**config.mk**
```make
export PLATFORM = sky130hd
export DESIGN_NAME = bcd_display_driver
export DESIGN_NICKNAME = d
export VERILOG_FILES = /design/src/rtl/bcd_display_driver.sv
export SDC_FILE = /design/constraint.sdc
export NUM_CORES = 1
export LEC_CHECK = 0
export ABC_AREA = 1
export BUFFER_PORTS_ARGS = -buffer_cell sky130_fd_sc_hd__buf_2
export CORE_UTILIZATION = 64
export CTS_CLUSTER_SIZE = 16
export DETAILED_ROUTE_END_ITERATION = 8
export GPL_ROUTABILITY_DRIVEN = 1
export PLACE_DENSITY = 0.91
export SLEW_MARGIN = 0
export SYNTH_ARGS = -nofsm -noshare
export SYNTH_HDL_FRONTEND = slang
export SYNTH_SLANG_ARGS = --single-unit
```
**constraint.sdc**
```tcl
create_clock -name clock -period 5.35 [get_ports clock]
set_clock_uncertainty 0.15 [all_clocks]
set_input_delay 0.2675 -clock clock [delete_from_list [all_inputs] [get_ports clock]]
set_output_delay 0.2675 -clock clock [all_outputs]
set_load 0.02 [all_outputs]
```
**src/rtl/bcd_display_driver.sv**
```systemverilog
// bcd_display_driver: binary to four-digit 7-segment display stage.
// Double-dabble conversion, one bit per clock; display held while busy.
module bcd_display_driver #(
   parameter int DATA_W   = 32,
   parameter int DIGITS   = 4,
   parameter bit AUTO     = 1'b1,
   parameter bit BLANK_LZ = 1'b0
) (
   input  logic              clock,
   input  logic              n_reset,
   input  logic [DATA_W-1:0] binary,
   input  logic              start,
   output logic              busy,
   output logic              done,
   output logic              overflow,
   output logic [6:0]        ones,
   output logic [6:0]        tens,
   output logic [6:0]        hundreds,
   output logic [6:0]        thousands
);

   localparam int BW = 4 * DIGITS;
   localparam int CW = $clog2(DATA_W + 1);

   localparam logic [DATA_W-1:0] MAX_VAL =
      DATA_W'(10 ** DIGITS - 1);
   localparam logic [CW-1:0] CNT_LOAD = CW'(DATA_W);
   localparam logic [CW-1:0] CNT_ONE  = CW'(1);

   localparam logic [1:0] S_IDLE = 2'd0;
   localparam logic [1:0] S_CONV = 2'd1;
   localparam logic [1:0] S_UPD  = 2'd2;

   localparam logic [6:0] SEG_DASH  = 7'b0111111;
   localparam logic [6:0] SEG_BLANK = 7'b1111111;

   logic [1:0]             state;
   logic [DATA_W-1:0]      shift_q;
   logic [DATA_W-1:0]      shift_nxt;
   logic [DATA_W-1:0]      last_q;
   logic [BW-1:0]          bcd_q;
   logic [BW-1:0]          bcd_adj;
   logic [BW-1:0]          bcd_nxt;
   logic [CW-1:0]          cnt_q;
   logic                   ovf_pend;
   logic                   capture;
   logic                   lz_run;
   logic [DIGITS-1:0][6:0] seg_q;
   logic [DIGITS-1:0][6:0] seg_nxt;

   function automatic logic [6:0] seg7(
      input logic [3:0] n
   );
      logic [6:0] s;
      case (n)
         4'd0:    s = 7'b1000000;
         4'd1:    s = 7'b1111001;
         4'd2:    s = 7'b0100100;
         4'd3:    s = 7'b0110000;
         4'd4:    s = 7'b0011001;
         4'd5:    s = 7'b0010010;
         4'd6:    s = 7'b0000010;
         4'd7:    s = 7'b1111000;
         4'd8:    s = 7'b0000000;
         4'd9:    s = 7'b0010000;
         default: s = SEG_BLANK;
      endcase
      return s;
   endfunction

   assign capture = (state == S_IDLE) &&
                    (start ||
                     (AUTO && (binary != last_q)));

   // add 3 to every BCD nibble of 5 or more ahead of the shift
   always_comb begin
      bcd_adj = bcd_q;
      for (int i = 0; i < DIGITS; i++) begin
         if (bcd_q[4*i +: 4] >= 4'd5)
            bcd_adj[4*i +: 4] = bcd_q[4*i +: 4] + 4'd3;
      end
   end

   assign bcd_nxt   = {bcd_adj[BW-2:0], shift_q[DATA_W-1]};
   assign shift_nxt = {shift_q[DATA_W-2:0], 1'b0};

   // segment images of the finished result, dashes on overflow
   always_comb begin
      seg_nxt = '0;
      lz_run  = 1'b1;
      for (int i = DIGITS - 1; i >= 0; i--) begin
         if (ovf_pend)
            seg_nxt[i] = SEG_DASH;
         else if (BLANK_LZ && lz_run && (i != 0) &&
                  (bcd_q[4*i +: 4] == 4'd0))
            seg_nxt[i] = SEG_BLANK;
         else
            seg_nxt[i] = seg7(bcd_q[4*i +: 4]);
         if (bcd_q[4*i +: 4] != 4'd0)
            lz_run = 1'b0;
      end
   end

   // capture, convert one bit per clock, then publish in one cycle
   always_ff @(posedge clock or negedge n_reset) begin
      if (!n_reset) begin
         state    <= S_IDLE;
         busy     <= 1'b0;
         done     <= 1'b0;
         overflow <= 1'b0;
         seg_q    <= {DIGITS{SEG_BLANK}};
         last_q   <= '0;
         shift_q  <= '0;
         bcd_q    <= '0;
         cnt_q    <= '0;
         ovf_pend <= 1'b0;
      end else begin
         done <= 1'b0;
         unique case (state)
            S_IDLE: begin
               if (capture) begin
                  shift_q  <= binary;
                  last_q   <= binary;
                  bcd_q    <= '0;
                  ovf_pend <= (binary > MAX_VAL);
                  cnt_q    <= CNT_LOAD;
                  busy     <= 1'b1;
                  state    <= S_CONV;
               end
            end
            S_CONV: begin
               bcd_q   <= bcd_nxt;
               shift_q <= shift_nxt;
               cnt_q   <= cnt_q - CNT_ONE;
               if (cnt_q == CNT_ONE) begin
                  busy  <= 1'b0;
                  state <= S_UPD;
               end
            end
            S_UPD: begin
               seg_q    <= seg_nxt;
               overflow <= ovf_pend;
               done     <= 1'b1;
               state    <= S_IDLE;
            end
            default: state <= S_IDLE;
         endcase
      end
   end

   assign ones      = seg_q[0];
   assign tens      = seg_q[1];
   assign hundreds  = seg_q[2];
   assign thousands = seg_q[3];

endmodule

```
**Yosys cells after proc, flatten, opt, wreduce, memory -nomap -nowiden**

Memories as Yosys holds them, arrays and structs flattened.
Cells that the tools add are included.

- Bits in read-only memories: 448
- Logic and storage cells: 62
- Output and inout bits: 31
- Flip-flop bits (word level): 120
- Memories: 4

Memory list:

| name | words | width | rd ports | clocked after memory_dff | wr ports | line | text |
|---|---|---|---|---|---|---|---|
| (no name shown) | 16 | 7 | 1 | 0 | 0 | 55 | `case (n)` |
| (no name shown) | 16 | 7 | 1 | 0 | 0 | 55 |  |
| (no name shown) | 16 | 7 | 1 | 0 | 0 | 55 |  |
| (no name shown) | 16 | 7 | 1 | 0 | 0 | 55 |  |

- Mux-type cells: 21
- Magnitude comparators: 5
- Equal/unequal tests: 6
- Reduce and logical (&&, ||, !) cells: 8
- Add/subtract/negate cells: 5

Operator list:

| kind | count |
|---|---|
| $pmux W32 S2 | 1 |
| $gt A32 B14 Y1 const B | 1 |
| $mux W32 | 1 |
| $ne A32 B32 Y1 | 1 |
| $pmux W16 S2 | 1 |
| $mux W7 | 4 |
| $ge A4 B3 Y1 const B | 4 |
| $mux W16 | 1 |
| $add A4 B2 Y4 const B | 3 |
| $mux W4 | 3 |
| $pmux W6 S2 | 1 |
| $eq A6 B1 Y1 const B | 1 |
| $mux W6 | 1 |
| $reduce_and A2 Y1 | 3 |
| $sub A6 B1 Y6 const B | 1 |
| $mux W2 | 2 |
| $ne A2 B2 Y1 const B | 2 |
| $pmux W2 S2 | 1 |
| $add A3 B2 Y3 const B | 1 |
| $mux W1 | 3 |
| $mux W3 | 1 |
| $reduce_and A3 Y1 | 1 |
| $eq A2 B1 Y1 const B | 1 |
| $eq A2 B2 Y1 const B | 1 |
| 5 further kinds | 5 |

**Logic depth before layout (Yosys ltp)**

- Depth in word-level cells: 5
- Depth in mapped cells: 14
- Depth with buffers taken out: 13

**Least setup slack after synthesis**

No wires, ideal clock.

- Kind: reg-to-reg
- From: register bcd_q[0]
- To: register bcd_q[4]
- Buffers on the path: 0
- Required time: 5071 ps
- Arrival time: 1417 ps
- Stages on the path, launching flop included: 8
- Period minus slack after synthesis: 1696 ps
- Library setup time: 129 ps
- Setup slack: 3654 ps
- Cells stage by stage: dfrtp_1 inv_1 ha_1 inv_1 o31ai_1 inv_1 o311ai_0 nand2_1

- Word-level cells in the longest chain between the ends: 3
- Elaborated cells on any way between the ends: 4
- Classes of those cells: add/sub: 1; order compare: 1; mux: 2

Ends and longest elaborated chain:

| element | line | text |
|---|---|---|
| start: declaration | 41 | `logic [BW-1:0] bcd_q;` |
| start signal: assignment | 132 | `bcd_q <= bcd_nxt;` |
| $add A4 B2 Y4 or $ge A4 B3 Y1 (tied branches) | 80, 79 |  |
| $mux W4 (*) | 79 | `if (bcd_q[4*i +: 4] >= 4'd5)` |
| $pmux W16 S2 (*) | 119 | `unique case (state)` |

Every way passes the cells marked *; elsewhere a longest branch is shown, timed or not.
A chain may end at the register's enable or synchronous reset.

**Final worst setup path**

- From: register state[0]
- To: register seg_q, in the netlist ones[0]

- Word-level cells in the longest chain between the ends: 1

Ends and longest elaborated chain:

| element | line | text |
|---|---|---|
| start: declaration | 37 | `logic [1:0] state;` |
| start signal: assignment | 107 | `state <= S_IDLE;` |
| start signal: assignment | 128 | `state <= S_CONV;` |
| start signal: assignment | 137 | `state <= S_UPD;` |
| $eq A2 B2 Y1 | 119 |  |
| end signal: assignment | 111 | `seg_q <= {DIGITS{SEG_BLANK}};` |
| end signal: assignment | 141 | `seg_q <= seg_nxt;` |
| end: declaration | 48 | `logic [DIGITS-1:0][6:0] seg_q;` |

Every way passes these cells.

==> summary.md <==
| Metric | Value |
|---|---|
| Status | `finished, final reports clean` |
| Clock Tree Buf Depth | `2` |
| Min-delay worst type | `in -> reg` |
| Post-Layout Cell Count | `1059` |
| Pre-Repair DR Iteration Count | `5` |
| First-pass GRT wire length | `between 20 and 25 mm` |
| Die Y | `about 100 um` |
| Vias | `5818` |
| Post-synthesis average cell area | `7.83 um^2` |
| Synthesized net count | `886` |
| Critical Path Fanout Max | `25` |
| Mapped Cells | `826` |
| Max Freq | `360 MHz` |
| Die area | `10500 um^2` |
| Commonest non-fill, non-tap cell in the layout | `nand2_1` |
| PortBufs | `65` |
| Largest cells by area after synthesis | `dfrtp_1 36%, nand2_1 14%, dfstp_2 11%` |
| I/O pin cnt | `66` |
| Rel. slew slack | `0.207` |
| Crit-path cells | `nor2_4, inv_1, nor2_2, inv_1, nor2_1, inv_1, a21oi_1, a21oi_1` |
| H-Tree Level Count | `4` |
| Yosys warnings | `0` |
| Area of the mapped netlist | `6470 um^2` |
| Hold Violations, Final | `0` |
| # DRC | `0` |
| Post-route antenna net violation count | `0` |
| CP dominant cell by count | `inv_1` |
| Vias in the first global route | `about 5500` |
| Data required, critical path | `5640 ps` |
| Layout cell share with drive strength beyond 1 | `0.157` |
| Post-Route WL | `14.7 mm` |
| Min Tclk post-route | `2780 ps` |
| Reg2Reg Setup Slack | `2570 ps` |
| Die width | `approximately 100 um` |
| Slowest stage cell, crit path | `nor2_4` |
| Cell Rows | `36` |
| Initial antenna violation count | `0` |
| Max rail drop VDD | `0.232 mV` |
| WL/cell | `13.9 um` |
| Static Leakage | `0.00400 uW` |
| Largest net degree at the start of global routing | `120` |
| Yosys top cell area share | `0.356` |
| # diodes | `0` |
| Data arrival, critical path | `3070 ps` |
| Crit start category | `flop` |
| CP peak stage delay | `500 ps` |
| FFs w/ async S/R, synth | `1.00` |
| TNS Setup | `0 ps` |
| Number of synthesized flops with an enable pin | `0` |
| Global route overflow | `0` |
| GP Congestion | `0.869` |
| Worst skew pair latency | `520 ps` |
| Via density | `between 5 and 6` |
| Netlist cell types | `39` |
| CP endpoint kind | `flop` |
| TritonCTS clock tree | `done` |
| Slew @ Worst Pin | `about 1200 ps` |
| Fin nets | `between 900 and 1000` |
| Synth Flop Type | `dfrtp_1` |
| GRT Util Overall | `0.306` |
| Detail Placement HPWL | `8.60 mm` |
| Initial drt markers | `~480` |
| Worst-path clk slew | `~60 ps` |
| Power Density | `369 nW/um^2` |
| Area growth from synthesis to layout | `18.9%` |
| Sequential share of the synthesized area | `0.470` |
| Root Buffer | `clkbuf_8` |
| Initial Util | `0.662` |
| Max-cap violations | `0` |
| Core Region | `9770 um^2` |
| CP Class | `reg -> reg` |
| Final cycle utilization of the critical path | `0.519` |
| Dpl cells | `994` |
| Clock buffer count from CTS | `17` |
| Register bit total from synthesis | `120` |
| Unrepaired setup endpoints after global routing | `no` |
| Max-slew violations | `0` |
| Post-synth top area cell | `dfrtp_1` |
| Final setup fails | `0` |
| Clock Sinks | `120` |
| Commonest non-fill, non-tap cells in the layout | `244 x nand2_1, 92 x dfrtp_1, 91 x o21ai_0, 85 x inv_1, 65 x nand3_1` |
stage by stage:
stage	hold WS, ps	setup WS (ps)	power, uW	instance area [um^2]	util
6_report	185	2570	2840	7690	0.787
5_1_grt	237	2360	2980	7690	0.787
4_1_cts	170	2610	2830	7690	0.787
3_5_place_dp	274	2690	1680	6780	0.694
3_3_place_gp	270	2730	1660	6780	0.694
2_1_floorplan	-178	3650	1520	6470	-
worst max-delay path, delay by kind of cell, from the launching register on:
kind | cells | cell delay [ps]
AO/OA/AOI/OAI | 2 | 260
buffers and inverters | 3 | 730
flip-flops | 1 | 430
AND/OR/NAND/NOR | 3 | 1120
area by class of cell:
type | instances | area (um^2)
Multi-Input combinational cell | 580 | 2880
Timing Repair Buffer | 101 | 681
Fill cell | 656 | 2080
Sequential cell | 120 | 3040
Tap cell | 133 | 166
Inverter | 93 | 349
Clock inverter | 12 | 125
Clock buffer | 20 | 455
state kept, by name, summed over array words and instances, names as in the netlist:
signal,count
bcd_q,16
busy,1
cnt_q,6
done,1
hundreds,7
last_q,32
ones,7
overflow,1
ovf_pend,1
shift_q,32
state,2
tens,7
thousands,7
layer usage:
metal / GRT usage / up-vias / part of all wire
met5: 0 / - / 0
met4: 0.142 / 0 / 0.026
met3: 0.0515 / 38 / 0.047
met2: 0.510 / 198 / 0.49
met1: 0.390 / 2732 / 0.44
li1: - / 2850 / -
cells in the mapped netlist, types with 9 or more instances:
master    instances
dfrtp_1          92
dfstp_2          28
clkbuf_1         12
ha_1             25
inv_1            85
o21ai_0          91
buf_6             9
nor2_1           53
nand2_1         245
nand3_1          65
xnor2_1           9
a21oi_1          32
cell families after synthesis:
| logic type | Yosys count | share of synthesized area |
|---|---|---|
| AND/OR/NAND/NOR | 385 | 0.245 |
| buffers and inverters | 126 | 0.0867 |
| flip-flops | 120 | 0.470 |
| adder cells (fa/ha/maj) | 25 | 0.0484 |
| XOR/XNOR | 13 | 0.0176 |
| AO/OA/AOI/OAI | 157 | 0.132 |
what timing repair did:
item / 4_1_cts / 5_1_grt
hold buffers: 33 / 0
resized for setup: 0 / 0
setup buffers: 0 / 0
hold endpoints to repair: 76 / 0
power breakdown:
group | switching (uW) | total [uW] | internal [uW]
Combinational | 420 | 641 | 221
Sequential | 105 | 1090 | 982
Clock | 413 | 1110 | 696
Total | 938 | 2840 | 1900
final timing paths:
kind | startpoint | end | cells past startpoint
min | start | cnt_q[2]$_DFFE_PN0P_ | 8
min reg2reg | thousands[5]$_DFFE_PN1P_ | thousands[5]$_DFFE_PN1P_ | 2
max reg2reg | state[0]$_DFFE_PN0P_ | ones[0]$_DFFE_PN1P_ | 8
max in group asynchronous | n_reset | shift_q[29]$_DFFE_PN0P_ | 3
min in group asynchronous | n_reset | done$_DFF_PN0_ | 2
max | state[0]$_DFFE_PN0P_ | ones[0]$_DFFE_PN1P_ | 8
(Power assumes the default switching activity.)
